**config.mk**
```make
export PLATFORM = sky130hd
export DESIGN_NAME = mac_dot_accumulator_flat
export DESIGN_NICKNAME = d
export VERILOG_FILES = /design/src/rtl/mac_dot_accumulator_pkg.sv /design/src/rtl/mac_dot_accumulator_if.sv /design/src/rtl/mac_dot_accumulator_add.sv /design/src/rtl/mac_dot_accumulator.sv /design/src/flat_wrapper.sv
export SDC_FILE = /design/constraint.sdc
export NUM_CORES = 1
export LEC_CHECK = 0
export BUFFER_PORTS_ARGS = -buffer_cell sky130_fd_sc_hd__buf_2
export CAP_MARGIN = 20
export CORE_UTILIZATION = 50
export CTS_BUF_LIST = sky130_fd_sc_hd__clkbuf_8 sky130_fd_sc_hd__clkbuf_16
export CTS_CLUSTER_DIAMETER = 100
export DETAILED_ROUTE_END_ITERATION = 8
export PLACE_DENSITY = 0.73
export SLEW_MARGIN = 10
export SYNTH_ARGS = -nofsm -noshare
export SYNTH_HDL_FRONTEND = slang
export SYNTH_SLANG_ARGS = --single-unit
```
**constraint.sdc**
```tcl
create_clock -name clk -period 2.3 [get_ports clk]
set_input_delay 0.46 -clock clk [delete_from_list [all_inputs] [get_ports clk]]
set_output_delay 0.46 -clock clk [all_outputs]
set_load 0.1 [all_outputs]
```
**src/rtl/mac_dot_accumulator_pkg.sv**
```systemverilog
// Shared types and constants for the dot-product accumulator stage.
// No logic; constants only.
// Backpressure: n/a.
package mac_dot_accumulator_pkg;

  // Width of the upstream 4x4 multiplier's product.
  localparam int PROD_W      = 8;
  localparam int DEF_ACC_W   = 16;
  localparam int DEF_MAX_LEN = 16;

  typedef enum logic {
    ACC  = 1'b0,
    HOLD = 1'b1
  } state_t;

endpackage

```
**src/rtl/mac_dot_accumulator_if.sv**
```systemverilog
// Term stream in, result stream out, both valid/ready.
// No logic; the signals are bundled here.
// Backpressure: in_ready / out_ready as in a standard valid/ready stream.
interface mac_dot_accumulator_if #(
  parameter int ACC_W = mac_dot_accumulator_pkg::DEF_ACC_W,
  parameter int CNT_W = 5
);
  import mac_dot_accumulator_pkg::*;

  logic              in_valid;
  logic              in_ready;
  logic [PROD_W-1:0] in_product;
  logic              in_last;
  logic              out_valid;
  logic              out_ready;
  logic [ACC_W-1:0]  out_sum;
  logic [CNT_W-1:0]  out_count;
  logic              out_ovf;

  modport master (
    output in_valid, in_product, in_last, out_ready,
    input  in_ready, out_valid, out_sum, out_count, out_ovf
  );

  modport slave (
    input  in_valid, in_product, in_last, out_ready,
    output in_ready, out_valid, out_sum, out_count, out_ovf
  );

endinterface

```
**src/rtl/mac_dot_accumulator_add.sv**
```systemverilog
// Accumulator adder: acc plus zero-extended product, with carry out.
// Latency: combinational.
// Backpressure: none.
module acc_add_ovf
  import mac_dot_accumulator_pkg::*;
#(
  parameter int ACC_W = DEF_ACC_W
) (
  input  logic [ACC_W-1:0]  acc,
  input  logic [PROD_W-1:0] product,
  output logic [ACC_W-1:0]  sum,
  output logic              carry
);

  // One extra bit catches the carry out of the top accumulator bit.
  assign {carry, sum} = {1'b0, acc} + (ACC_W+1)'(product);

endmodule

```
**src/rtl/mac_dot_accumulator.sv**
```systemverilog
// Sums a packet of unsigned products into a wide accumulator; reports sum, count, overflow.
// Latency: result valid on the edge that accepts the last term (1 cycle after the last beat).
// Backpressure: in_ready low while a result is held; result held until out_ready.
module mac_dot_accumulator
  import mac_dot_accumulator_pkg::*;
#(
  parameter int ACC_W   = DEF_ACC_W,
  parameter int MAX_LEN = DEF_MAX_LEN,
  parameter int CNT_W   = $clog2(MAX_LEN + 1)
) (
  input  logic                  clk,
  input  logic                  rst_n,
  input  logic                  clr,
  mac_dot_accumulator_if.slave  bus
);

  state_t           state;
  logic [ACC_W-1:0] acc;
  logic [CNT_W-1:0] cnt;
  logic             ovf;
  logic [ACC_W-1:0] sum_q;
  logic [CNT_W-1:0] count_q;
  logic             ovf_q;

  logic [ACC_W-1:0] add_sum;
  logic             add_carry;
  logic             accept;
  logic             end_term;
  logic [CNT_W-1:0] cnt_next;
  logic             ovf_next;

  acc_add_ovf #(.ACC_W(ACC_W)) u_add (
    .acc     (acc),
    .product (bus.in_product),
    .sum     (add_sum),
    .carry   (add_carry)
  );

  // A term offered together with clr is dropped, so clr gates acceptance.
  assign accept   = (state == ACC) && bus.in_valid && !clr;
  // The MAX_LEN-th term closes the packet whether or not in_last is set.
  assign end_term = bus.in_last || (cnt == CNT_W'(MAX_LEN - 1));
  assign cnt_next = cnt + CNT_W'(1);
  assign ovf_next = ovf | add_carry;

  assign bus.in_ready  = (state == ACC);
  assign bus.out_valid = (state == HOLD);
  assign bus.out_sum   = sum_q;
  assign bus.out_count = count_q;
  assign bus.out_ovf   = ovf_q;

  // Packet FSM: accumulate in ACC, present the latched result in HOLD.
  always_ff @(posedge clk or negedge rst_n) begin
    if (!rst_n) begin
      state   <= ACC;
      acc     <= '0;
      cnt     <= '0;
      ovf     <= 1'b0;
      sum_q   <= '0;
      count_q <= '0;
      ovf_q   <= 1'b0;
    end else if (clr) begin
      state <= ACC;
      acc   <= '0;
      cnt   <= '0;
      ovf   <= 1'b0;
    end else begin
      case (state)
        ACC: begin
          if (accept) begin
            acc <= add_sum;
            cnt <= cnt_next;
            ovf <= ovf_next;
            if (end_term) begin
              sum_q   <= add_sum;
              count_q <= cnt_next;
              ovf_q   <= ovf_next;
              state   <= HOLD;
            end
          end
        end
        HOLD: begin
          if (bus.out_ready) begin
            acc   <= '0;
            cnt   <= '0;
            ovf   <= 1'b0;
            state <= ACC;
          end
        end
        default: state <= ACC;
      endcase
    end
  end

endmodule

```
**src/flat_wrapper.sv**
```systemverilog
// flat-port wrapper written by rule: the top's interface ports become plain ports
module mac_dot_accumulator_flat import mac_dot_accumulator_pkg::*;
#(
  parameter int ACC_W   = DEF_ACC_W,
  parameter int MAX_LEN = DEF_MAX_LEN,
  parameter int CNT_W   = $clog2(MAX_LEN + 1)
)
  (clk, rst_n, clr, bus_in_valid, bus_in_product, bus_in_last, bus_out_ready, bus_in_ready, bus_out_valid, bus_out_sum, bus_out_count, bus_out_ovf);
  mac_dot_accumulator_if #(.ACC_W(ACC_W), .CNT_W(CNT_W)) bus_i ();
  input  logic clk;
  input  logic rst_n;
  input  logic clr;
  input wire logic [$bits(bus_i.in_valid)-1:0] bus_in_valid;
  input wire logic [$bits(bus_i.in_product)-1:0] bus_in_product;
  input wire logic [$bits(bus_i.in_last)-1:0] bus_in_last;
  input wire logic [$bits(bus_i.out_ready)-1:0] bus_out_ready;
  output wire logic [$bits(bus_i.in_ready)-1:0] bus_in_ready;
  output wire logic [$bits(bus_i.out_valid)-1:0] bus_out_valid;
  output wire logic [$bits(bus_i.out_sum)-1:0] bus_out_sum;
  output wire logic [$bits(bus_i.out_count)-1:0] bus_out_count;
  output wire logic [$bits(bus_i.out_ovf)-1:0] bus_out_ovf;
  assign bus_i.in_valid = bus_in_valid;
  assign bus_i.in_product = bus_in_product;
  assign bus_i.in_last = bus_in_last;
  assign bus_i.out_ready = bus_out_ready;
  assign bus_in_ready = bus_i.in_ready;
  assign bus_out_valid = bus_i.out_valid;
  assign bus_out_sum = bus_i.out_sum;
  assign bus_out_count = bus_i.out_count;
  assign bus_out_ovf = bus_i.out_ovf;
  mac_dot_accumulator #(.ACC_W(ACC_W), .MAX_LEN(MAX_LEN), .CNT_W(CNT_W)) u_core (.clk(clk), .rst_n(rst_n), .clr(clr), .bus(bus_i));
endmodule
```
* Word level (Yosys, flattened, before mapping)
Cells that the tools add are included.
Word-level totals: register bits after elaboration 45, output and inout port bits 24
Operators by class: $add $sub $neg 2, eq/ne operators 3, multiplexer cells 17, bitwise gates (word level) 3, reductions and logical operators 6
Operator list (number):
- $mux 16 | 3
- $pmux 16 s2 | 1
- $add 16x8->17 | 1
- $mux 5 | 3
- $pmux 5 s2 | 1
- $mux 1 | 7
- $add 5x1->5 const B | 1
- $eq 5x4->1 const B | 1
- $pmux 1 s2 | 2
- $reduce_and 4->1 | 1
- $ne 3x2->1 const B | 1
- $ne 3x3->1 const B | 1
- $logic_and 1x1->1 | 2
- $not 1->1 | 2
- $reduce_and 2->1 | 1
- $logic_not 1->1 | 1
- $logic_or 1x1->1 | 1
- $or 1x1->1 | 1

* Longest topological paths before layout
Gate-level depths: netlist of the first run.
word-level depth 6, depth in mapped cells 8, gate-level depth less buffers 7

* By module
A second synthesis of the first run with hierarchy kept.
Unflattened totals: cell total of the unflattened synthesis 207, area, all modules 2357.3 µm²
By module, submodules not included:
- mac_dot_accumulator | instances 1, cells an instance 123, area each 1762.9 µm², sequential area each 1126.1 µm²
- acc_add_ovf | instances 1, cells an instance 84, area each 594.3 µm², sequential area each 0.0 µm²

* Least setup slack after synthesis of the first run
OpenSTA, ideal clock, no wires.
path kind input-to-reg, from in bus_in_product[0], to reg u_core.sum_q[10] (netlist: u_core.bus.out_sum[10]), library setup time 0.127 ns, arrival 2.183 ns, required time 2.173 ns, setup slack -0.011 ns, stages on the path 8, cell sequence ha_1 -> fa_1 -> a21o_1 -> a221o_2 -> o2111ai_2 -> buf_6 -> xnor2_1 -> o21ai_2
Between the ends: word-level cells in the longest chain between the ends 1
Ends and longest elaborated chain:
- from (decl) | line flat_wrapper.sv:14 | input wire logic [$bits(bus_i.in_product)-1:0] bus_in_product;
- $add 16x8->17 | line mac_dot_accumulator_add.sv:16 | assign {carry, sum} = {1'b0, acc} + (ACC_W+1)'(product);
- to (signal assigned) | line mac_dot_accumulator.sv:75 | sum_q <= add_sum;
- to (decl) | line mac_dot_accumulator.sv:21 | logic [ACC_W-1:0] sum_q;
Every way passes these cells. A chain may end at the register's enable or synchronous reset.

* Worst setup path in the final report of the first run
from reg u_core.acc[0], to reg u_core.sum_q[10] (netlist: u_core.bus.out_sum[10])
Between the ends: word-level cells in the longest chain between the ends 1
Ends and longest elaborated chain:
- from (decl) | line mac_dot_accumulator.sv:18 | logic [ACC_W-1:0] acc;
- from (signal assigned) | line mac_dot_accumulator.sv:71 | acc <= add_sum;
- $add 16x8->17 | line mac_dot_accumulator_add.sv:16
Every way passes these cells.

==> results of run 1 <==
## power by group
part | internal, W | switching, W | total (W) | leakage, nW
Clock | 0.000353 | 0.000271 | 0.000625 | 0.0574
Sequential | 0.000887 | 0.0000547 | 0.000942 | 0.595
Combinational | 0.000209 | 0.000788 | 0.000997 | 0.695
Total | 0.00145 | 0.00111 | 0.00256 | 1.35
## worst max-delay path by stage
stage / start / end / slack [ns] / cells past startpoint
detailed placement: bus_in_product[0] / u_core.bus.out_sum[10]$_DFFE_PN0P_ / -0.19 / 9
global placement: bus_in_product[0] / u_core.bus.out_sum[10]$_DFFE_PN0P_ / -0.17 / 9
finish: u_core.acc[0]$_DFFE_PN0P_ / u_core.bus.out_sum[10]$_DFFE_PN0P_ / 0.09 / 8
floorplan: bus_in_product[0] / u_core.bus.out_sum[10]$_DFFE_PN0P_ / 0.01 / 8
CTS: u_core.acc[0]$_DFFE_PN0P_ / u_core.bus.out_sum[10]$_DFFE_PN0P_ / 0.007 / 8
global route: u_core.acc[0]$_DFFE_PN0P_ / u_core.bus.out_sum[14]$_DFFE_PN0P_ / 0.009 / 8
## state kept, by name (all words and copies together) (netlist names)
name	cells
u_core.acc	16
u_core.bus.out_sum	16
u_core.bus.out_count	5
u_core.cnt	5
u_core.bus.out_ovf	1
u_core.bus.out_valid	1
u_core.ovf	1
## Yosys cell counts
cell	instances	area, sq um
a211oi_1	2	15.0
a21o_1	5	37.5
a21oi_1	8	40.0
a221o_2	1	11.3
a22o_1	8	70.1
a2bb2oi_1	1	8.76
a2bb2oi_2	1	15.0
a31oi_1	4	25.0
a31oi_2	2	25.0
and3_1	4	25.0
and4_1	1	8.76
buf_2	2	10.0
buf_4	1	7.51
buf_6	1	11.3
clkbuf_1	6	22.5
dfrtp_1	45	1130
fa_1	1	20.0
ha_1	10	125
inv_1	5	18.8
mux2_2	1	11.3
nand2_1	45	169
nand2b_1	3	18.8
nand3_1	6	30.0
nor2_1	9	33.8
nor2b_1	3	18.8
nor3_1	1	5.00
o2111ai_2	1	15.0
o211ai_1	6	45.0
o21ai_0	18	90.1
o21ai_1	6	30.0
o21ai_2	2	17.5
o21bai_2	1	11.3
or2_2	1	6.26
or3_1	5	31.3
or3_2	2	15.0
or4_1	5	37.5
xnor2_1	8	70.1
xor2_1	3	26.3
## cell type report
cell class	instances	area share (%)
Multi-Input combinational cell	174	40.9
Sequential cell	45	40.7
Timing Repair Buffer	52	11.0
Clock buffer	6	2.99
Tap cell	52	2.35
Clock inverter	2	1.36
Inverter	5	0.679
## worst register-to-register path, stage by stage (launching register included)
cell and delay, ns:
dfrtp_1 0.39, ha_2 0.19, fa_2 0.34, a21o_1 0.18, a221o_2 0.39, o2111ai_4 0.27, buf_6 0.16, xnor2_1 0.13
o21ai_2 0.06
## what timing repair did
item                       in CTS  in global routing
resized for setup               1                  4
pin swaps                       0                  2
cloned                          0                  0
setup endpoints to repair       1                  9
## kinds of logic (layout without fill, tap and decap cells)
logic type	after synthesis	count (layout)
simple gates	85	85
compound gates	66	66
buf+inv	15	65
mux	1	1
fa+ha+maj	11	11
flops	45	45
xor+xnor	11	11
## per-stage QoR
| stage | power, W | utilization [%] | setup slack (ns) |
|---|---|---|---|
| 3_3_place_gp | 0.00193 | 59.8 | -0.168 |
| 3_5_place_dp | 0.00195 | 59.8 | -0.187 |
| 2_1_floorplan | 0.00175 | - | 0.0133 |
| 6_report | 0.00256 | 63.1 | 0.0924 |
| 4_1_cts | 0.00258 | 62.8 | 0.00722 |
| 5_1_grt | 0.00267 | 63.1 | 0.00922 |
## per-layer routing
metal,GRT usage [%],share of wire [%],up-vias,wire (microns)
li1,-,-,930,-
met1,28.3,47,928,2320
met2,37.7,49,59,2430
met3,4.47,3.6,4,181
met4,6.67,0.54,0,27
met5,0,0,-,0
==> summary.md, run 1 <==
Grouping stages by cell kind, the critical path spends the most delay in compound AO/OA/AOI/OAI gates. For the part of the Yosys area used for sequential elements, the log shows 48.9%. The tightest hold path in the finished design has a slack of 0.0910 ns. The instance count after placement with tap cells included is 328, and the number of slew-limit violations in the final report is 0. The total negative slack was 0 ns. The path class of the tightest hold or removal check is in -> async.

The largest net degree at the start of global routing came out at 29. For the DRC violation total after the first TritonRoute iteration, the log shows 71. The number of buffers inserted by post-CTS setup repair came out at 0. For the number of H-tree levels, the log shows 2. Synthesis inferred 45 register bits. For this configuration, the core starts out at a cell density of 52.6%. The number of non-filler instances in the completed layout came out at 336. The total buffers and inverters traversed by the critical path came out at 1. The routed design has 4960 microns of wire. Synthesis handed over a netlist of 234 instances. Counting the buffers created by CTS gives 5. Dividing the detail-routed via count by the number of cells gives 5.72. The tools report the post-synth net total as 259. Summing the areas of all and, or, nand and nor instances in the mapped netlist gives 17.3% of the synthesized area. In this run the critical register-to-register path is launched from u_core.acc[0]$_DFFE_PN0P_. The share of final-layout standard cells stronger than drive strength 1 is 26.4%. By area, the combinational part of the netlist is dominated by compound AO/OA/AOI/OAI gates. Across the run, the number of max-cap violations was 0. Setup repair after global routing left no endpoint under its margin.

The delay of the slowest cell on the worst path came out at 0.39 ns. The critical register-to-register path endpoint was u_core.bus.out_sum[10]$_DFFE_PN0P_. In this run the cell area measured after placement is 2620 sq um.

Setup violations remaining at the end of the flow were counted as 0. Clock tree synthesis found a total of 45 sinks. Data on the critical path is required at its endpoint by 2.49 ns. The post-layout minimum cycle time came out at 2.21 ns. Once layout is done, the placed cells without fillers occupy 2770 sq um. The run gives 308 as the number of nets in the final layout. TritonCTS built the clock tree.

The largest individual stage delay along the critical path comes from the cell dfrtp_1. Dividing the detail-routed wire length by the instance count gives 14.8 microns. The number of global-route vias before repair is 1905, and the core region area is 4380 sq um. For this run the aggregate overflow at the end of global routing stands at 0. The first global-routing pass estimated 8640 microns of wire. The tools report the peak ir drop on the vdd network as 715 uV. Clock skew on the completed layout was measured at 0.00653 ns.

The sequential cells in the finished layout cover a total of 1130 sq um. The die height is 69.9 microns. For this design the ratio of total power to cell area is 927 nW/um^2. The worst setup path is launched from a flop.

Traced cell by cell, the critical path runs through ha_2 > fa_2 > a21o_1 > a221o_2 > o2111ai_4 > buf_6 > xnor2_1 > o21ai_2. For the final weighted congestion of routability-driven global placement, the log shows 0.809. The post-synthesis area per instance is 9.85 sq um. The post-detailed-route count of antenna-violating nets is 0.

The total vias in the final route is 1921, and the half-perimeter wire length of the detailed placement result is 3360 microns. The maximum fanout encountered on the critical timing path is 6. For the worst flop-to-flop path, the logic depth is 8.

The filler cells instantiated in the layout total 376. The count of distinct cell types in the synthesized netlist is 38, and the number of hold-slack violations in the final timing report is 0. The area growth from synthesis to layout is 20.0%. The mapped cell area was 2300 sq um.

For this run, the total global-route usage over all layers was measured as 22.1%. After Yosys synthesis, XOR and XNOR cells account for 4.18% of the synthesized area. The die area is 4880 sq um.

The pre-antenna-repair detailed-routing pass consisted of 5 iterations. Data arrives at the worst endpoint at 2.39 ns. The worst setup path is of the reg -> reg kind.

The floorplan has 24 rows. The initial antenna violation count was 0; the number of buffers inserted for hold repair after clock tree synthesis was 0. The synthesized netlist devotes 19.8% of its cell area to compound gates. In the routed design, unresolved DRC markers number 0.

The tools report the worst reg-to-reg setup slack as 0.09 ns. The tools report the fmax as 453 MHz. The longest clock path from root to sink contains 2 buffers.

At the later pin of the worst-skew pair, clock insertion delay measures 0.29 ns. The worst setup path is captured at a flop. The flow ran to the end, and the final reports show no timing, DRC or antenna violations.

The library cells used most frequently in the layout, excluding fill and tap cells, are nand2_1, dfrtp_1, buf_2. The final clock period utilization by the worst path is 96.0%. The repair_antennas step left the layout with diodes totalling 0. The area used by multi-input combinational logic was 1130 sq um.

The tree is rooted in a clkbuf_8. The fraction of the mapped netlist area in adder cells is 6.30%, and the quantity of I/O buffers inserted on ports is 37. The logs give 38 for the number of top-level design ports and 1.35 nW for the total leakage power. The clock transition at the registers of the reported paths was 0.09 ns.

Yosys printed 0 warnings. The x dimension of the die was 69.9 microns. The worst max-slew margin expressed relative to the limit is 67.4%. After synthesis, the share of cell area in mux cells is 0.489%. The actual transition at the worst max-transition pin came out at 0.492 ns.
Note: power is estimated with default switching activity, not from simulation.
==> run 2: changes to the inputs <==
==> constraint.sdc (replaced) <==
create_clock -name clk -period 2.3 [get_ports clk]
set_input_delay 0.345 -clock clk [delete_from_list [all_inputs] [get_ports clk]]
set_output_delay 0.345 -clock clk [all_outputs]
set_load 0.1 [all_outputs]
==> run 2 against run 1 <==
  * Design area is 0.32% lower
  * Clock power down 14%
  * Register-to-register slack hardly changed
  * First-iteration DRC count is 28% lower
  * Die area did not move
  * Routed wire length fell by 1.6%
  * Setup slack improved by 0.012 ns
  * Combinational power about the same
  * Count of clock-buffer cells in the layout rose by 1
  * Critical path depth unchanged
  * Hold slack worse by 0.032 ns
  * Critical endpoint is now u_core.bus.out_sum[14]$_DFFE_PN0P_
==> summary.md, run 2 (synthesized netlist as in run 1, its figures left out) <==
The flow ran to the end, and the final reports show no timing, DRC or antenna violations. TritonCTS built the clock tree. Worst setup path startpoint: u_core.acc[0]$_DFFE_PN0P_. The logs give 2350 microns (-3.6%) for the length of routed met2 wiring and 0 (unchanged) for the initial antenna violation count. The library cells used most frequently in the layout, excluding fill and tap cells, are nand2_1, dfrtp_1, buf_2. The most critical setup path has its endpoint at u_core.bus.out_sum[14]$_DFFE_PN0P_. The tools report the worst setup margin as 0.104 ns (+0.0119 ns). The final weighted congestion of routability-driven global placement was 0.834 (+3.1%). The root buffer cell is clkbuf_8. The number of top-level design ports came out at 38 (unchanged).

The die area is 4880 sq um (unchanged), and the logic depth of the worst register-to-register path is 8 (unchanged). For the worst reg-to-reg setup slack, the log shows 0.10 ns (about the same). The cell area power density came out at 897 nW/um^2 (-3.3%).

The post-layout minimum cycle time was 2.20 ns (-0.0119 ns); the number of H-tree levels was 2 (unchanged). For the pre-CTS worst setup slack, the log shows -0.0620 ns (+0.125 ns). Core region area: 4380 sq um (unchanged). The total negative slack was 0 ns (unchanged); the total leakage power was 1.35 nW (+0.14%). Setup repair after global routing left no endpoint under its margin. The critical path data required time is 2.52 ns (+0.03 ns), and the clock transition at the registers of the reported paths is 0.08 ns (about the same). The number of global-route vias before repair came out at 1835 (-3.7%). For the clock latency reported for the late side of the worst-skew pair, the log shows 0.30 ns (about the same).

The max-cap check violation count was 0 (unchanged); the total vias in the final route was 1846 (-3.9%). The run gives 8420 microns (-2.5%) as the first-pass GRT wire length. The fmax is 455 MHz (+0.54%). Number of nets in the final layout: 308 (unchanged). The half-perimeter wire length of the detailed placement result is 3330 microns (-0.77%). The final clock period utilization by the worst path is 95.5% (-0.52 points). The run gives 0 (unchanged) as the total congestion overflow. Among all stages on the critical path, the largest delay is contributed by dfrtp_1. Traced cell by cell, the critical path runs through ha_1 > fa_2 > a21o_1 > a221o_2 > o2111ai_4 > buf_6 > o21ai_1 > a31oi_2.

The detail-routed via count per cell was 5.49 (-3.9%). The maximum fanout encountered on the critical timing path works out to 6 (unchanged). Startpoint of the worst register-to-register path: u_core.acc[0]$_DFFE_PN0P_. The final setup skew was 0.00498 ns (-0.00155 ns); the initial core utilization was 52.6% (unchanged). The worst max-slew margin expressed relative to the limit came out at 58.2% (-9.2 points). In this run the critical register-to-register path is captured at u_core.bus.out_sum[14]$_DFFE_PN0P_. The number of slew-limit violations in the final report came out at 0 (unchanged). The tools report the number of non-filler instances in the completed layout as 336 (unchanged).

The logs give 0.00247 W (-3.6%) for the total power and 651 uV (-8.9%) for the peak ir drop on the vdd network. STA classifies the critical path endpoint as a flop. The logs give 5 (unchanged) for the CTS buffer count and 0 (unchanged) for the number of DRC violations after detailed routing. The logs give 51 (-28%) for the DRC violation total after the first TritonRoute iteration and 24 (unchanged) for the placement row count. The tools report the sink count of the clock tree as 45 (unchanged). After detailed routing, no signal wire sits above met4. For the post-detailed-routing wire length, the log shows 4880 microns (-1.6%).

The actual transition at the worst max-transition pin is 0.627 ns (+0.135 ns). The instance count after placement with tap cells included was 326 (-0.61%); the number of buffers inserted for hold repair after clock tree synthesis was 0 (unchanged). The number of hold-slack violations in the final timing report is 0 (unchanged). The largest net degree at the start of global routing is 29 (unchanged).

The first-pass iteration count of the detailed router is 4 (-1), and the overall routing resource usage is 21.7% (-0.38 points). The share of final-layout standard cells stronger than drive strength 1 came out at 26.1% (-0.35 points). The post-detailed-route count of antenna-violating nets is 0 (unchanged), and the number of setup violations in the final report is 0 (unchanged). The final routed wire length divided by cell count was 14.5 microns (-1.6%); the x dimension of the die was 69.9 microns (unchanged).

Compared with the post-synthesis result, the final layout area differs by 19.6%. The tightest min-delay check is of the in -> async type. For the number of inserted filler cells in the final layout, the log shows 396 (+5.3%). For the maximum number of buffers from clock root to sink, the log shows 2 (unchanged). The die height works out to 69.9 microns (unchanged). STA classifies the critical path startpoint as a flop. The wire length on met1 was 2310 microns (-0.39%). Delay of the slowest cell on the worst path: 0.39 ns (about the same).

The quantity of I/O buffers inserted on ports came out at 37 (unchanged). For the arrival time at the worst endpoint, the log shows 2.42 ns (+0.03 ns). Category of the critical setup timing path: reg -> reg.

The number of inserted diodes was 0 (unchanged). The run gives 156 microns (-14%) as the met3 wirelength from detailed routing.
==> run 2: per-stage QoR <==
stage	hold WS (ns)	util, %	area, sq um
2_1_floorplan	0.0494	-	2300
3_3_place_gp	0.400	59.7	2620
3_5_place_dp	0.399	59.7	2620
4_1_cts	0.0734	62.1	2720
5_1_grt	0.0978	62.9	2760
6_report	0.0593	62.9	2760
==> run 2: where the power goes <==
part	total, W	switching [W]	internal, W
clock	0.000537	0.000265	0.000272
combinational	0.000994	0.000784	0.000211
sequential	0.000940	0.0000534	0.000887
==> run 2: repair_timing <==
action                                  in CTS  in global routing
endpoints found under the setup margin       3                  9
cloned                                       0                  1
pin swaps                                    0                  2
gates resized for setup                      1                  4
buffers inserted                             0                  1
==> run 2: worst max-delay path: cells and delay by family (launching register included) <==
kind	cells	cell delay (ns)
AO/OA/AOI/OAI	5	1.02
buffers and inverters	1	0.15
flip-flops	1	0.39
adder cells (fa/ha/maj)	2	0.56
==> run 2: final cells by class <==
class | count | area [sq um] | share of cell area, %
clock inverters | 1 | 5.00 | 0.182
clock buffers | 7 | 96.3 | 3.50
well taps | 52 | 65.1 | 2.36
multi-input cells | 174 | 1130 | 40.9
flip-flops and latches | 45 | 1130 | 40.9
repair buffers | 52 | 318 | 11.5
inverters | 5 | 18.8 | 0.681
==> run 2: how the worst min path moves through the flow <==
stage,startpoint,end,slack (ns)
detailed placement,rst_n,u_core.bus.out_sum[3]$_DFFE_PN0P_,0.40
finish,rst_n,u_core.bus.out_sum[4]$_DFFE_PN0P_,0.06
global route,rst_n,u_core.bus.out_sum[12]$_DFFE_PN0P_,0.1
floorplan,rst_n,u_core.acc[0]$_DFFE_PN0P_,0.05
global placement,rst_n,u_core.bus.out_sum[3]$_DFFE_PN0P_,0.40
CTS,rst_n,u_core.bus.out_count[1]$_DFFE_PN0P_,0.07
==> run 2: layer usage <==
metal / vias to the layer above / global-route usage (%)
li1: 931 / -
met1: 879 / 28.0
met2: 30 / 36.3
met3: 6 / 5.19
met4: 0 / 6.22
met5: - / 0
==> run 3: changes to the inputs <==
- ABC_CLOCK_PERIOD_IN_PS: unset -> 2300
- CORE_MARGIN: unset -> 5
==> run 3 against run 2 <==
  * Count of clock-buffer cells in the layout shrank 1
  * Sequential share of layout area grew 0.24 points
  * Power down 1.7%
  * Clock power down 8.4%
  * Via count grew 2.7%
  * Critical endpoint is now u_core.acc[8]$_DFFE_PN0P_
  * Largest power group unchanged
==> summary.md, run 3 (synthesized netlist as in run 1, its figures left out) <==
The flow ran to the end, and the final reports show no timing, DRC or antenna violations. The capture point of the worst path was u_core.acc[8]$_DFFE_PN0P_. Clock latency reported for the late side of the worst-skew pair: 0.30 ns (about the same). The actual transition at the worst max-transition pin was 0.505 ns (-0.122 ns). The die height was 77.9 microns (+11%). The fmax was 452 MHz (-0.77%). The logs give 0 (unchanged) for the number of slew-limit violations in the final report and 0 (unchanged) for the number of setup violations in the final report.

The tools report the area taken by flip-flops and latches as 1130 sq um (unchanged). The half-perimeter wire length of the detailed placement result is 3390 microns (+1.8%), and the final setup skew is 0.00636 ns (+0.00139 ns). The run gives 0.800 (-4.0%) as the final weighted congestion of routability-driven global placement. The class of the worst hold path was in -> async.

The area used by multi-input combinational logic is 1130 sq um (+0.22%). The post-layout minimum cycle time is 2.21 ns (+0.0171 ns). The placement row count was 24 (unchanged).

The critical path in this run is classified as reg -> reg. The logs give 52.2% (-0.36 points) for the initial core utilization and 0.00243 W (-1.7%) for the total power. The quantity of I/O buffers inserted on ports is 37 (unchanged), and the share of final-layout standard cells stronger than drive strength 1 is 25.8% (-0.26 points). The library cells used most frequently in the layout, excluding fill and tap cells, are nand2_1, dfrtp_1, buf_2.

The run gives 2.51 ns (about the same) as the critical path data required time. Total negative slack: 0 ns (unchanged). For the first-pass GRT wire length, the log shows 8740 microns (+3.7%). The DRC violation total after the first TritonRoute iteration is 99 (+94%).

For the CTS buffer count, the log shows 5 (unchanged). The number of H-tree levels was 2 (unchanged); the number of hold-slack violations in the final timing report was 0 (unchanged). The final clock period utilization by the worst path came out at 96.2% (+0.75 points). The run gives 0 (unchanged) as the post-detailed-route count of antenna-violating nets. The number of top-level design ports was 38 (unchanged); the number of inserted filler cells in the final layout was 377 (-4.8%). The first-pass iteration count of the detailed router was 4 (unchanged).

The startpoint of the worst register-to-register path was u_core.acc[0]$_DFFE_PN0P_. Setup repair after global routing left no endpoint under its margin. Peak ir drop on the vdd network: 691 uV (+6.0%).

Number of nets in the final layout: 308 (unchanged). The overall routing resource usage was 17.7% (-4.0 points). For the max-cap check violation count, the log shows 0 (unchanged).

For the initial antenna violation count, the log shows 0 (unchanged). The cell area power density is 887 nW/um^2 (-1.1%). The core region area was 4410 sq um (+0.68%). The tools report the die area as 6070 sq um (+24%). For the arrival time at the worst endpoint, the log shows 2.42 ns (about the same). The kind of end point of the critical path was a flop. The logic depth of the worst register-to-register path works out to 7 (-1). The logs give 2 (unchanged) for the maximum number of buffers from clock root to sink and 1.34 nW (-0.71%) for the total leakage power. The most critical setup path has its startpoint at u_core.acc[0]$_DFFE_PN0P_. The total congestion overflow was 0 (unchanged). The sink count of the clock tree was 45 (unchanged); the post-synthesis to final-layout area growth was 18.9%. Maximum fanout encountered on the critical timing path: 3 (-3).

The logs give 1895 (+2.7%) for the total vias in the final route and 24 (-17%) for the largest net degree at the start of global routing. Detail-routed via count per cell: 5.66 (+3.0%). The number of DRC violations after detailed routing was 0 (unchanged); the worst reg-to-reg setup slack was 0.09 ns (-0.02 ns). The clock transition at the registers of the reported paths was 0.08 ns (about the same). The run gives 66.3% (+8.1 points) as the worst max-slew margin expressed relative to the limit. The worst setup path is launched from a flop.

TritonCTS built the clock tree. Number of global-route vias before repair: 1933 (+5.3%). The endpoint identified for the worst register-to-register timing path is u_core.acc[8]$_DFFE_PN0P_. Final routed wire length divided by cell count: 15.2 microns (+4.9%).

The x dimension of the die is 77.9 microns (+11%). For the post-detailed-routing wire length, the log shows 5110 microns (+4.6%). The tree is rooted in a clkbuf_8.

The number of inserted diodes came out at 0 (unchanged).
-- run 3: area by class of cell --
class / instances / area share [%]
timing repair buffer: 52 / 11.5
clock buffer: 6 / 3.01
clock inverter: 1 / 0.137
tap: 52 / 2.37
sequential: 45 / 41.1
multi-input combinational: 174 / 41.2
inverter: 5 / 0.685
-- run 3: worst min-delay path by stage --
stage          startpoint                           endpoint  slack, ns  cells after the start
3_3_place_gp        rst_n  u_core.bus.out_sum[3]$_DFFE_PN0P_       0.34                      1
2_1_floorplan       rst_n          u_core.acc[0]$_DFFE_PN0P_       0.05                      0
3_5_place_dp        rst_n  u_core.bus.out_sum[3]$_DFFE_PN0P_       0.35                      1
6_report            rst_n  u_core.bus.out_sum[3]$_DFFE_PN0P_      0.006                      1
5_1_grt             rst_n  u_core.bus.out_sum[3]$_DFFE_PN0P_       0.05                      1
4_1_cts             rst_n  u_core.bus.out_sum[3]$_DFFE_PN0P_       0.02                      1
-- run 3: critical path: stages, from the launching register on --
cell	delay, ns
dfrtp_1	0.40
ha_2	0.19
fa_2	0.35
a21o_1	0.18
a221o_2	0.40
a31oi_1	0.30
a21oi_1	0.13
o21ai_0	0.19
-- run 3: where the power goes --
| part | total, W | internal [W] | switching, W |
|---|---|---|---|
| Clock | 0.000492 | 0.000234 | 0.000257 |
| Sequential | 0.000942 | 0.000887 | 0.0000545 |
| Combinational | 0.000997 | 0.000211 | 0.000787 |
-- run 3: timing repair --
action	4_1_cts	5_1_grt
gates resized for setup	3	2
hold buffers	0	0
pin swaps	1	2
endpoints found under the setup margin	3	10
buffers inserted	0	1
cloned	1	0
hold endpoints to repair	0	0
-- run 3: per-stage QoR --
stage	instances	hold WS, ns	area, sq um	setup WS, ns	utilization, %
4_1_cts	334	0.0203	2730	0.0157	61.8
5_1_grt	335	0.0462	2740	0.0245	62.1
6_report	335	0.00615	2740	0.0871	62.1
3_5_place_dp	326	0.348	2620	-0.0795	59.3
3_3_place_gp	326	0.342	2620	-0.0327	59.3
2_1_floorplan	234	0.0494	2300	0.0961	-
-- run 3: routing by layer --
metal | global-route usage, % | vias to the layer above | wire length (microns)
met1 | 22.5 | 905 | 2260
met2 | 29.0 | 49 | 2430
met5 | 0 | - | 0
li1 | - | 936 | -
met3 | 4.40 | 5 | 351
met4 | 6.76 | 0 | 69
